## src/rtl/pc_ctrl_pkg.sv

```systemverilog
// Shared types and constants for the fetch-stage PC controller.
package pc_ctrl_pkg;

   typedef enum logic [1:0] {
      BOOT = 2'd0,
      RUN  = 2'd1,
      WAIT = 2'd2,
      HALT = 2'd3
   } state_t;

   // Next-PC source selected by the priority mux.
   typedef enum logic [2:0] {
      SEL_HOLD = 3'd0,
      SEL_SEQ  = 3'd1,
      SEL_EX   = 3'd2,
      SEL_JUMP = 3'd3,
      SEL_PEND = 3'd4
   } pc_sel_t;

   localparam logic [31:0] PC_INC_DEFAULT = 32'd4;
   localparam logic [31:0] ALIGN_MASK     = 32'hFFFF_FFFC;

   function automatic logic [31:0] align_pc(input logic [31:0] addr);
      return addr & ALIGN_MASK;
   endfunction

endpackage

```

## src/rtl/pc_next_sel.sv

```systemverilog
// Priority mux for the next PC plus IF/ID and ID/EX pipeline controls.
module pc_next_sel
   import pc_ctrl_pkg::*;
(
   input  logic        i_rst_n,
   input  state_t      i_state,
   input  logic [31:0] i_pc,
   input  logic [31:0] i_pc_plus4,
   input  logic        i_pend_valid,
   input  logic [31:0] i_pend_target,
   input  logic        i_imem_ready,
   input  logic        i_stall_id,
   input  logic        i_jump_id,
   input  logic [31:0] i_jump_target_id,
   input  logic        i_redirect_ex,
   input  logic [31:0] i_redirect_target_ex,
   input  logic        i_halt_req,
   output logic [31:0] o_next_pc,
   output state_t      o_next_state,
   output logic        o_if_id_write,
   output logic        o_if_id_flush,
   output logic        o_id_ex_flush,
   output logic        o_pend_load,
   output logic        o_pend_clear,
   output logic        o_misalign_set
);

   pc_sel_t w_sel;

   // Next-state, PC source and Mealy pipeline controls in priority order.
   always_comb begin
      w_sel          = SEL_HOLD;
      o_next_state   = i_state;
      o_if_id_write  = 1'b0;
      o_if_id_flush  = 1'b0;
      o_id_ex_flush  = 1'b0;
      o_pend_load    = 1'b0;
      o_pend_clear   = 1'b0;
      o_misalign_set = 1'b0;
      if (!i_rst_n) begin
         o_if_id_flush = 1'b1;
         o_id_ex_flush = 1'b1;
      end else begin
         case (i_state)
            BOOT: begin
               o_if_id_flush = 1'b1;
               o_next_state  = RUN;
            end
            RUN: begin
               if (i_redirect_ex) begin
                  w_sel          = SEL_EX;
                  o_if_id_flush  = 1'b1;
                  o_id_ex_flush  = 1'b1;
                  o_misalign_set = |i_redirect_target_ex[1:0];
               end else if (i_stall_id) begin
                  w_sel = SEL_HOLD;
               end else if (i_halt_req) begin
                  o_next_state  = HALT;
                  o_if_id_flush = 1'b1;
               end else if (i_jump_id) begin
                  w_sel          = SEL_JUMP;
                  o_if_id_flush  = 1'b1;
                  o_misalign_set = |i_jump_target_id[1:0];
               end else if (!i_imem_ready) begin
                  o_next_state = WAIT;
               end else begin
                  w_sel         = SEL_SEQ;
                  o_if_id_write = 1'b1;
               end
            end
            WAIT: begin
               if (i_imem_ready) begin
                  o_next_state = RUN;
                  o_pend_clear = 1'b1;
                  if (i_redirect_ex) begin
                     w_sel          = SEL_EX;
                     o_if_id_flush  = 1'b1;
                     o_id_ex_flush  = 1'b1;
                     o_misalign_set = |i_redirect_target_ex[1:0];
                  end else if (i_pend_valid) begin
                     w_sel         = SEL_PEND;
                     o_if_id_flush = 1'b1;
                  end else begin
                     w_sel         = SEL_SEQ;
                     o_if_id_write = 1'b1;
                  end
               end else if (i_redirect_ex) begin
                  // Redirect is consumed now (wrong-path ID/EX squashed); PC load deferred until memory is ready.
                  o_pend_load    = 1'b1;
                  o_if_id_flush  = 1'b1;
                  o_id_ex_flush  = 1'b1;
                  o_misalign_set = |i_redirect_target_ex[1:0];
               end
            end
            default: ;
         endcase
      end
   end

   // Next-PC data mux driven by the selected source.
   always_comb begin
      case (w_sel)
         SEL_SEQ:  o_next_pc = i_pc_plus4;
         SEL_EX:   o_next_pc = align_pc(i_redirect_target_ex);
         SEL_JUMP: o_next_pc = align_pc(i_jump_target_id);
         SEL_PEND: o_next_pc = i_pend_target;
         default:  o_next_pc = i_pc;
      endcase
   end

endmodule

```

## src/rtl/pc_sequencer.sv

```systemverilog
// Fetch-stage controller: program counter, FSM state, pending redirect and misalign flag.
module pc_sequencer
   import pc_ctrl_pkg::*;
#(
   parameter logic [31:0] RESET_ADDR = 32'h0000_0000,
   parameter logic [31:0] PC_INC     = PC_INC_DEFAULT
) (
   input  logic        clk,
   input  logic        rst,
   input  logic        imem_ready,
   input  logic        stall_id,
   input  logic        jump_id,
   input  logic [31:0] jump_target_id,
   input  logic        redirect_ex,
   input  logic [31:0] redirect_target_ex,
   input  logic        halt_req,
   output logic [31:0] pc,
   output logic [31:0] pc_plus4,
   output logic        if_id_write,
   output logic        if_id_flush,
   output logic        id_ex_flush,
   output logic        halted,
   output logic        misalign
);

   state_t      r_state;
   logic [31:0] r_pc;
   logic        r_pend_valid;
   logic [31:0] r_pend_target;
   logic        r_misalign;

   state_t      w_next_state;
   logic [31:0] w_next_pc;
   logic [31:0] w_pc_plus4;
   logic        w_pend_load;
   logic        w_pend_clear;
   logic        w_misalign_set;

   assign w_pc_plus4 = r_pc + PC_INC;

   pc_next_sel u_next_sel (
      .i_rst_n              (rst),
      .i_state              (r_state),
      .i_pc                 (r_pc),
      .i_pc_plus4           (w_pc_plus4),
      .i_pend_valid         (r_pend_valid),
      .i_pend_target        (r_pend_target),
      .i_imem_ready         (imem_ready),
      .i_stall_id           (stall_id),
      .i_jump_id            (jump_id),
      .i_jump_target_id     (jump_target_id),
      .i_redirect_ex        (redirect_ex),
      .i_redirect_target_ex (redirect_target_ex),
      .i_halt_req           (halt_req),
      .o_next_pc            (w_next_pc),
      .o_next_state         (w_next_state),
      .o_if_id_write        (if_id_write),
      .o_if_id_flush        (if_id_flush),
      .o_id_ex_flush        (id_ex_flush),
      .o_pend_load          (w_pend_load),
      .o_pend_clear         (w_pend_clear),
      .o_misalign_set       (w_misalign_set)
   );

   // FSM state register.
   always_ff @(posedge clk) begin
      if (!rst) r_state <= BOOT;
      else      r_state <= w_next_state;
   end

   // PC, pending-redirect and sticky misalign registers.
   always_ff @(posedge clk) begin
      if (!rst) begin
         r_pc          <= RESET_ADDR;
         r_pend_valid  <= 1'b0;
         r_pend_target <= '0;
         r_misalign    <= 1'b0;
      end else begin
         r_pc <= w_next_pc;
         if (w_pend_load) begin
            r_pend_valid  <= 1'b1;
            r_pend_target <= align_pc(redirect_target_ex);
         end else if (w_pend_clear) begin
            r_pend_valid  <= 1'b0;
         end
         if (w_misalign_set) r_misalign <= 1'b1;
      end
   end

   assign pc       = r_pc;
   assign pc_plus4 = w_pc_plus4;
   assign halted   = (r_state == HALT);
   assign misalign = r_misalign;

endmodule

```

## config.mk

```make
export PLATFORM = sky130hd
export DESIGN_NAME = pc_sequencer
export DESIGN_NICKNAME = d
export VERILOG_FILES = /design/src/rtl/pc_ctrl_pkg.sv /design/src/rtl/pc_next_sel.sv /design/src/rtl/pc_sequencer.sv
export SDC_FILE = /design/constraint.sdc
export NUM_CORES = 1
export LEC_CHECK = 0
export ABC_AREA = 1
export CAP_MARGIN = 20
export CORE_MARGIN = 2
export CORE_UTILIZATION = 47
export DETAILED_ROUTE_END_ITERATION = 6
export PLACE_DENSITY = 0.87
export RECOVER_POWER = 50
export SYNTH_ARGS = -nofsm -noshare
export SYNTH_HDL_FRONTEND = slang
export SYNTH_SLANG_ARGS = --single-unit
export TNS_END_PERCENT = 50
```

## constraint.sdc

```tcl
create_clock -name clk -period 2.73 [get_ports clk]
set_clock_uncertainty 0.1 [all_clocks]
set_input_delay 0.273 -clock clk [delete_from_list [all_inputs] [get_ports clk]]
set_output_delay 0.273 -clock clk [all_outputs]
set_load 0.01 [all_outputs]
```

# After elaboration in Yosys (flattened, before gate mapping)

Index checks and enable logic that the tools add are counted.

Register bits: 66
Logic and storage cells: 80

Add/sub/neg operators: 1
Equal/unequal tests: 12
Muxes and demuxes: 54
Reductions and logical operators: 8

Operators with widths:

| operator                                                              | number |
|---|---|
| 32-bit one-hot mux with 4 select lines                                | 1 |
| 1-bit two-way mux                                                     | 34 |
| 32-bit by 3-bit adder with 32-bit output, second input constant       | 1 |
| 3-bit two-way mux                                                     | 8 |
| 2-bit two-way mux                                                     | 6 |
| 3-bit by 2-bit equality test with 1-bit output, second input constant | 2 |
| 2-bit inequality test, second input constant                          | 3 |
| 3-bit inequality test, second input constant                          | 2 |
| 2-bit one-hot mux with 3 select lines                                 | 1 |
| 3-bit one-hot mux with 2 select lines                                 | 1 |
| 6-bit AND reduction                                                   | 1 |
| 2-bit OR reduction                                                    | 3 |
| 2-bit equality test, second input constant                            | 2 |
| 1-bit one-hot mux with 2 select lines                                 | 2 |
| 4-bit nonzero test                                                    | 1 |
| 3-bit by 1-bit equality test with 1-bit output, second input constant | 1 |
| 3-bit equality test, second input constant                            | 1 |
| 1-bit one-hot mux with 3 select lines                                 | 1 |
| 3-bit nonzero test                                                    | 1 |
| 2-bit by 1-bit equality test with 1-bit output, second input constant | 1 |
| 2-bit zero test                                                       | 1 |
| 2-bit nonzero test                                                    | 1 |

# Longest topological paths before layout

Gate-level depths: netlist (run 1).

Depth after elaboration: 9
Gate-level depth with buffers: 16

# Modules after synthesis

From an unflattened synthesis (run 1), not the netlist that was laid out.

Cells, all modules: 799
Area, all modules: 4799.6 um^2

By module, submodules not included:

| module       | instances | cells each | area an instance (um^2) | sequential area each (um^2) |
|---|---|---|---|---|
| pc_sequencer | 1         | 417        | 2902.8                  | 1321.3 |
| pc_next_sel  | 1         | 382        | 1896.8                  | 0.0 |

# Worst setup path after synthesis (run 1)

OpenSTA, ideal clock, no wires.

Kind: register -> register
From: register r_state[0]
To: register r_pc[25] (netlist: pc[25])
Setup time: 0.109 ns
Arrival time: 1.753 ns
Data required time: 2.521 ns
Setup slack: 0.768 ns
Stages on the path, launching flop included: 15
Path buffers: 2
Period minus slack after synthesis: 1.962 ns
Cell sequence: dfxtp_1 inv_1 ha_1 nand2_2 clkinv_4 nand3_4 inv_1 nand3_2 nand2_2 buf_6 buf_6 o21ai_1 inv_1 nand2_1 inv_1

Word-level cells in the longest chain between the ends: 5
Elaborated cells on any way between the ends: 10

Ends and longest elaborated chain:

| what                                                                                         | line               | RTL |
|---|---|---|
| from (decl)                                                                                  | pc_sequencer.sv:26 | `state_t r_state;` |
| from (signal assigned)                                                                       | pc_sequencer.sv:68 | `else r_state <= w_next_state;` |
| 2-bit equality test / 2-bit by 1-bit equality test with 1-bit output (equally long branches) | pc_next_sel.sv:44  | `case (i_state)` |
| 3-bit one-hot mux with 2 select lines *                                                      | pc_next_sel.sv:44  |  |
| 3-bit two-way mux *                                                                          | pc_next_sel.sv:40  | `if (!i_rst_n) begin` |
| 3-bit equality test, or another cell as far along                                            | pc_next_sel.sv:102 | `case (w_sel)` |
| 32-bit one-hot mux with 4 select lines / 4-bit nonzero test (equally long branches)          | n/a                |  |
| to (signal assigned)                                                                         | pc_sequencer.sv:79 | `r_pc <= w_next_pc;` |
| to (decl)                                                                                    | pc_sequencer.sv:27 | `logic [31:0] r_pc;` |

Mark *: on every way between the ends. The rest lies on a longest branch, timed or not.
A chain may end at the register's enable or synchronous reset.

# Final worst setup path (run 1)

From: register r_pc[16] (netlist: pc[16])
To: output port pc_plus4[17]

Word-level cells in the longest chain between the ends: 1

Ends and longest elaborated chain:

| what                                     | line               | RTL |
|---|---|---|
| 32-bit by 3-bit adder with 32-bit output | pc_sequencer.sv:39 | `assign w_pc_plus4 = r_pc + PC_INC;` |
| to (decl)                                | pc_sequencer.sv:18 | `output logic [31:0] pc_plus4,` |

No other way between the ends.

==> results of run 1 <==
## flip-flops by register name, summed over array words and instances (netlist names)
register,flops
r_pend_valid,1
misalign,1
r_state,2
pc,30
r_pend_target,30
## cells in the final DEF (no fill, tap or decap), drive strengths merged, types with 4 or more instances in the layout
master,n
a21oi,42
buf,15
clkbuf,12
clkdlybuf4s50,126
conb,4
dfxtp,64
dlygate4sd3,4
ha,6
inv,86
nand2,212
nand3,29
nand3b,7
nand4,6
nor2,113
nor3,11
o21ai,75
xnor2,4
xor2,16
## final cells by class
type / count / area (um^2)
clock buffer: 11 / 151
clock inverter: 3 / 42.5
fill: 796 / 3090
inverter: 87 / 332
multi-input combinational: 530 / 2610
sequential: 64 / 1290
tap: 111 / 139
timing repair buffer: 150 / 1460
## layer usage
layer,share of wire [%],GRT usage [%],vias up
li1,-,-,2475
met1,44,35.7,2174
met2,46,42.0,202
met3,7.3,4.74,26
met4,2.3,8.85,0
met5,0,0,-
## what timing repair did
action	in CTS	in global routing
hold endpoints to repair	0	0
endpoints found under the setup margin	7	18
pin swaps	1	0
gates resized for setup	4	23
buffers inserted	0	1
## critical path, stage by stage (launching register included)
cell and delay, ns:
dfxtp_1 0.47, nand2_1 0.13, nor2_1 0.21, nand2_1 0.14
nor2_2 0.17, xor2_1 0.27, clkdlybuf4s50_1 0.59
## through the flow
step / instances / setup WS [ns] / hold slack (ns) / total power [mW] / utilization (%)
final: 956 / 0.0518 / 0.287 / 2.79 / 66.1
after global routing: 956 / -0.0193 / 0.344 / 2.92 / 66.1
after CTS: 955 / 0.00380 / 0.286 / 2.80 / 65.3
after detailed placement: 941 / 0.309 / 0.363 / 1.98 / 63.1
after global placement: 941 / 0.361 / 0.355 / 1.97 / 63.1
after floorplan: 714 / 0.768 / 0.308 / 1.56 / -
## kinds of logic (layout without fill, tap and decap cells)
| family | count (synthesis) | in the layout | synth area share, % |
|---|---|---|---|
| xor gates and xnor gates | 20 | 20 | 4.03 |
| other | 1 | 4 | 0.0862 |
| and+or+nand+nor | 380 | 380 | 37.3 |
| AOI/OAI and AO/OA | 119 | 119 | 14.6 |
| adders and majority gates | 6 | 6 | 1.73 |
| buffers and inverters | 120 | 251 | 12.3 |
| muxes | 1 | 1 | 0.518 |
| DFF | 64 | 64 | 29.5 |
## power by group
group | internal (mW) | switching [mW] | leakage [nW]
sequential | 1.02 | 0.100 | 0.522
clock | 0.460 | 0.356 | 0.0973
combinational | 0.419 | 0.437 | 2.11
total | 1.89 | 0.894 | 2.73
## path summary, 6_finish.rpt
path	from	end	cells after the start
min	rst	misalign$_SDFFE_PN0P_	5
max	pc[16]$_SDFFE_PN0P_	pc_plus4[17]	6
max reg2reg	r_state[1]$_SDFFE_PN0P_	pc[20]$_SDFFE_PN0P_	13
min reg2reg	r_pend_valid$_SDFFE_PN0P_	r_pend_valid$_SDFFE_PN0P_	2
==> flow_metrics.py, run 1 <==
metrics = {
    "logic_synthesis": {
        "ys_types": 36,
        "synthCells": 711,
        "yosysTopAreaCellShare_pct": 29.5,
        "syn-cell-area_mm2": 0.00435,
        "yosysSeqAreaShare_pct": 29.5,
        "ys_warn_count": 0,
        "yosys.cell_count.top_type": "nand2_1",
        "avgSynthCellArea_um2": 6.12,
        "synth.largest_area_cell": "dfxtp_1",
        "synth_ff_type": "dfxtp_1",
        "synth_area_leaders": "dfxtp_1, nand2_1, nor2_1",
        "ys_ff_latch": 64,
        "synth_common_cells": "nand2_1, nor2_1, inv_1, dfxtp_1, o21ai_0",
        "async_reset_ff_share_pct": 0,
        "synth_edf_count": 0,
    },
    "grt": {
        "antenna_found_initial": 0,
        "overflow": 0,
        "grt_max_degree": 64,
        "grtUsageTotal_pct": 26.2,
        "grt_pass1_vias": 4326,
        "grt_pass1_wl_um": 21000,
    },
    "critical_path": {
        "cp.arrival_ns": 2.31,
        "cp-end-kind": "primary output",
        "critical_path_peak_fanout": 6,
        "worstSetupPathType": "reg2out",
        "crit_required_ns": 2.36,
        "rrSetupSlack_ns": 0.42,
        "cp-start-kind": "flip-flop",
    },
    "sta": {
        "tightest_slew_ns": 0.859,
        "max_freq_ghz": 0.373,
        "grt_setup_unrepaired": "true",
        "setup_viol": 0,
        "setup-tns-final_ns": 0,
        "maxSlewViolCount": 0,
        "hold_viol": 0,
        "fin_crit_sh_pct": 98.1,
        "max_slew_margin_pct": 42.8,
        "period_needed_ns": 2.68,
    },
    "finish": {
        "antenna_cells": 0,
        "layout-drive-gt1-share_pct": 10.3,
        "fin_nets": 919,
        "fin_area_mm2": 0.00602,
        "areaGrowthSynthToFinish_pct": 38.5,
    },
    "routing": {
        "vias_per_cell": 5.10,
        "dr.first_iter.drc_count": 268,
        "wl_per_cell_um": 13.7,
        "first_pass_iters": 7,
        "wl_um": 13100,
        "num_vias": 4877,
        "remaining_drc_errors": 0,
        "ant_nets": 0,
    },
    "flow_run": {
        "cap_violations": 0,
    },
    "floorplanning": {
        "fp-row-count": 35,
        "ios": 140,
        "start_util_pct": 47.7,
        "die_width_um": 100,
        "fp.dieH_um": 100,
        "fp.dieArea_mm2": 0.0100,
        "core-area_mm2": 0.00911,
    },
    "power": {
        "peakVddDrop_mv": 0.288,
        "leakagePower_nw": 2.73,
        "power.density_mw_per_mm2": 463,
    },
    "cts": {
        "cts_hold_buf": 0,
        "cts_tree": "done",
        "cts_max_path_buffers": 2,
        "cts-buffers-inserted": 9,
        "clk_pin_slew_ns": 0.07,
        "clock_sinks": 64,
        "clkLatencyLatePin_ns": 0.34,
        "cts-root-buf": "clkbuf_8",
        "htree_levels": 3,
    },
    "placement": {
        "io_buffers": 135,
        "hpwl_um": 9870,
        "place_area_mm2": 0.00575,
        "routabilityCongestion": 1.00,
    },
    "worst_hold_path": {
        "hp-class": "in2reg",
    },
    "run_status": {
        "status": "finished, final reports clean",
    },
}
Note: power is estimated with default switching activity, not from simulation.
==> run 2: changes to the inputs <==
--- a/config.mk
+++ b/config.mk
@@ -7,6 +7,7 @@
 export LEC_CHECK = 0
 export ABC_AREA = 1
 export CAP_MARGIN = 20
+export CORE_ASPECT_RATIO = 1.4
 export CORE_MARGIN = 2
 export CORE_UTILIZATION = 47
 export DETAILED_ROUTE_END_ITERATION = 6
==> flow_metrics.py, run 2 (synthesis results as in run 1) <==
metrics = {
    "run_status": {
        "status": "complete, but fails checks",
        "violations": "negative setup slack",
    },
    "cts": {
        "htree_levels": 3,
        "cts-root-buf": "clkbuf_16",
        "clkLatencyLatePin_ns": 0.33,
        "clk_pin_slew_ns": 0.06,
        "cts-buffers-inserted": 9,
        "cts_max_path_buffers": 2,
        "cts_tree": "done",
        "clock_sinks": 64,
        "post_cts_buffers": 0,
    },
    "critical_path": {
        "cp.arrival_ns": 2.37,
        "cp-end-kind": "primary output",
        "cpMaxStageDelayCell": "clkdlybuf4s50_1",
        "path_cells": "ha_1 > inv_1 > nor3_1 > nand3_1 > xnor2_1 > clkdlybuf4s50_1",
        "cp-start-kind": "flip-flop",
        "crit_required_ns": 2.36,
        "slowest_delay_ns": 0.61,
        "critical_path_peak_fanout": 5,
        "worstSetupPathType": "reg2out",
    },
    "floorplanning": {
        "ios": 140,
        "fp.dieArea_mm2": 0.0101,
        "fp.dieH_um": 118,
        "start_util_pct": 48.2,
        "die_width_um": 85.3,
        "fp-row-count": 41,
        "core-area_mm2": 0.00903,
    },
    "placement": {
        "routabilityCongestion": 1.00,
        "io_buffers": 135,
        "hpwl_um": 10100,
        "place_area_mm2": 0.00575,
        "place_ws_ns": 0.314,
    },
    "routing": {
        "ant_nets": 0,
        "wl_um": 13500,
        "first_pass_iters": 5,
        "vias_per_cell": 5.16,
        "num_vias": 4908,
        "wl_per_cell_um": 14.2,
        "dr.first_iter.drc_count": 446,
        "remaining_drc_errors": 0,
    },
    "grt": {
        "grt_pass1_wl_um": 21700,
        "antenna_found_initial": 0,
        "grt_pass1_vias": 4569,
        "overflow": 0,
        "grtUsageTotal_pct": 26.7,
        "grt_max_degree": 64,
    },
    "sta": {
        "hold_viol": 0,
        "period_needed_ns": 2.74,
        "tightest_slew_ns": 0.897,
        "hold_slack_ns": 0.302,
        "setup_viol": 2,
        "max_freq_ghz": 0.365,
        "max_slew_margin_pct": 40.2,
        "maxSlewViolCount": 0,
        "fin_crit_sh_pct": 100,
        "fin_ws_ns": -0.0134,
    },
    "finish": {
        "multiInputGateArea_mm2": 0.00262,
        "fin_area_mm2": 0.00613,
        "antenna_cells": 0,
        "register_area_mm2": 0.00129,
        "layout_commonest_cell": "nand2_1",
        "fillers": 775,
        "areaGrowthSynthToFinish_pct": 41.0,
        "final_cell_mix": "nand2_1, clkdlybuf4s50_1, nor2_1, inv_1, dfxtp_1",
        "fin_nets": 917,
        "layout-drive-gt1-share_pct": 10.3,
    },
    "power": {
        "power.density_mw_per_mm2": 508,
        "peakVddDrop_mv": 0.393,
        "leakagePower_nw": 2.78,
    },
    "flow_run": {
        "cap_violations": 0,
    },
    "worst_hold_path": {
        "hp-class": "in2reg",
    },
}
==> run 2: layout make-up <==
type                            instances  area share (%)
Timing Repair Buffer                  148            23.7
Clock buffer                           10            3.73
Inverter                               87            5.41
Multi-Input combinational cell        530            42.7
Clock inverter                          6            1.14
Tap cell                              107            2.18
Sequential cell                        64            21.1
==> run 2: power breakdown <==
part	internal [mW]	switching, mW	leakage [nW]
registers	1.02	0.0998	0.522
clock network	0.710	0.444	0.135
logic	0.412	0.436	2.13
==> run 2: timing repair <==
action,in CTS,in global routing
hold buffers,0,0
endpoints found under the setup margin,6,16
gates resized for setup,6,22
pin swaps,0,0
==> run 2: metal layers <==
metal / track usage (%) / wire length (um) / vias up
met3: 4.21 / 826 / 29
met1: 32.0 / 5320 / 2199
met2: 46.4 / 6920 / 199
met5: 0 / 0 / -
li1: - / - / 2481
met4: 11.2 / 488 / 0
==> run 2: metrics by stage <==
| step | power, mW | util (%) | TNS [ns] | instances |
|---|---|---|---|---|
| 6_report | 3.12 | 67.9 | -0.0165 | 952 |
| 5_1_grt | 3.25 | 67.9 | -0.150 | 952 |
| 4_1_cts | 3.13 | 67.2 | -0.0215 | 952 |
| 3_5_place_dp | 1.98 | 63.7 | 0 | 936 |
| 3_3_place_gp | 1.97 | 63.7 | 0 | 936 |
| 2_1_floorplan | 1.56 | - | 0 | 714 |
==> run 2: path summary, 6_finish.rpt <==
| check | cells past startpoint | slack, ns | startpoint | to |
|---|---|---|---|---|
| setup / recovery | 6 | -0.01 | pc[3]$_SDFFE_PN0P_ | pc_plus4[16] |
| hold / removal | 5 | 0.30 | rst | misalign$_SDFFE_PN0P_ |
| setup reg to reg | 14 | 0.41 | r_state[1]$_SDFFE_PN0P_ | pc[9]$_SDFFE_PN0P_ |
| hold reg to reg | 2 | 0.36 | r_pend_valid$_SDFFE_PN0P_ | r_pend_valid$_SDFFE_PN0P_ |
==> run 2: worst max-delay path: cells and delay by family (launching register included) <==
kind | cells | cell delay, ns
XOR/XNOR | 1 | 0.33
adder cells (fa/ha/maj) | 1 | 0.18
buffers and inverters | 2 | 0.68
flip-flops | 1 | 0.35
AND/OR/NAND/NOR | 2 | 0.50
==> run 3: changes to the inputs <==
--- a/config.mk
+++ b/config.mk
@@ -6,6 +6,7 @@
 export NUM_CORES = 1
 export LEC_CHECK = 0
 export ABC_AREA = 1
+export ABC_CLOCK_PERIOD_IN_PS = 2730
 export CAP_MARGIN = 20
 export CORE_ASPECT_RATIO = 1.4
 export CORE_MARGIN = 2
==> results of run 3 <==
No change in the layout: final DEF, timing and power equal those of run 2.
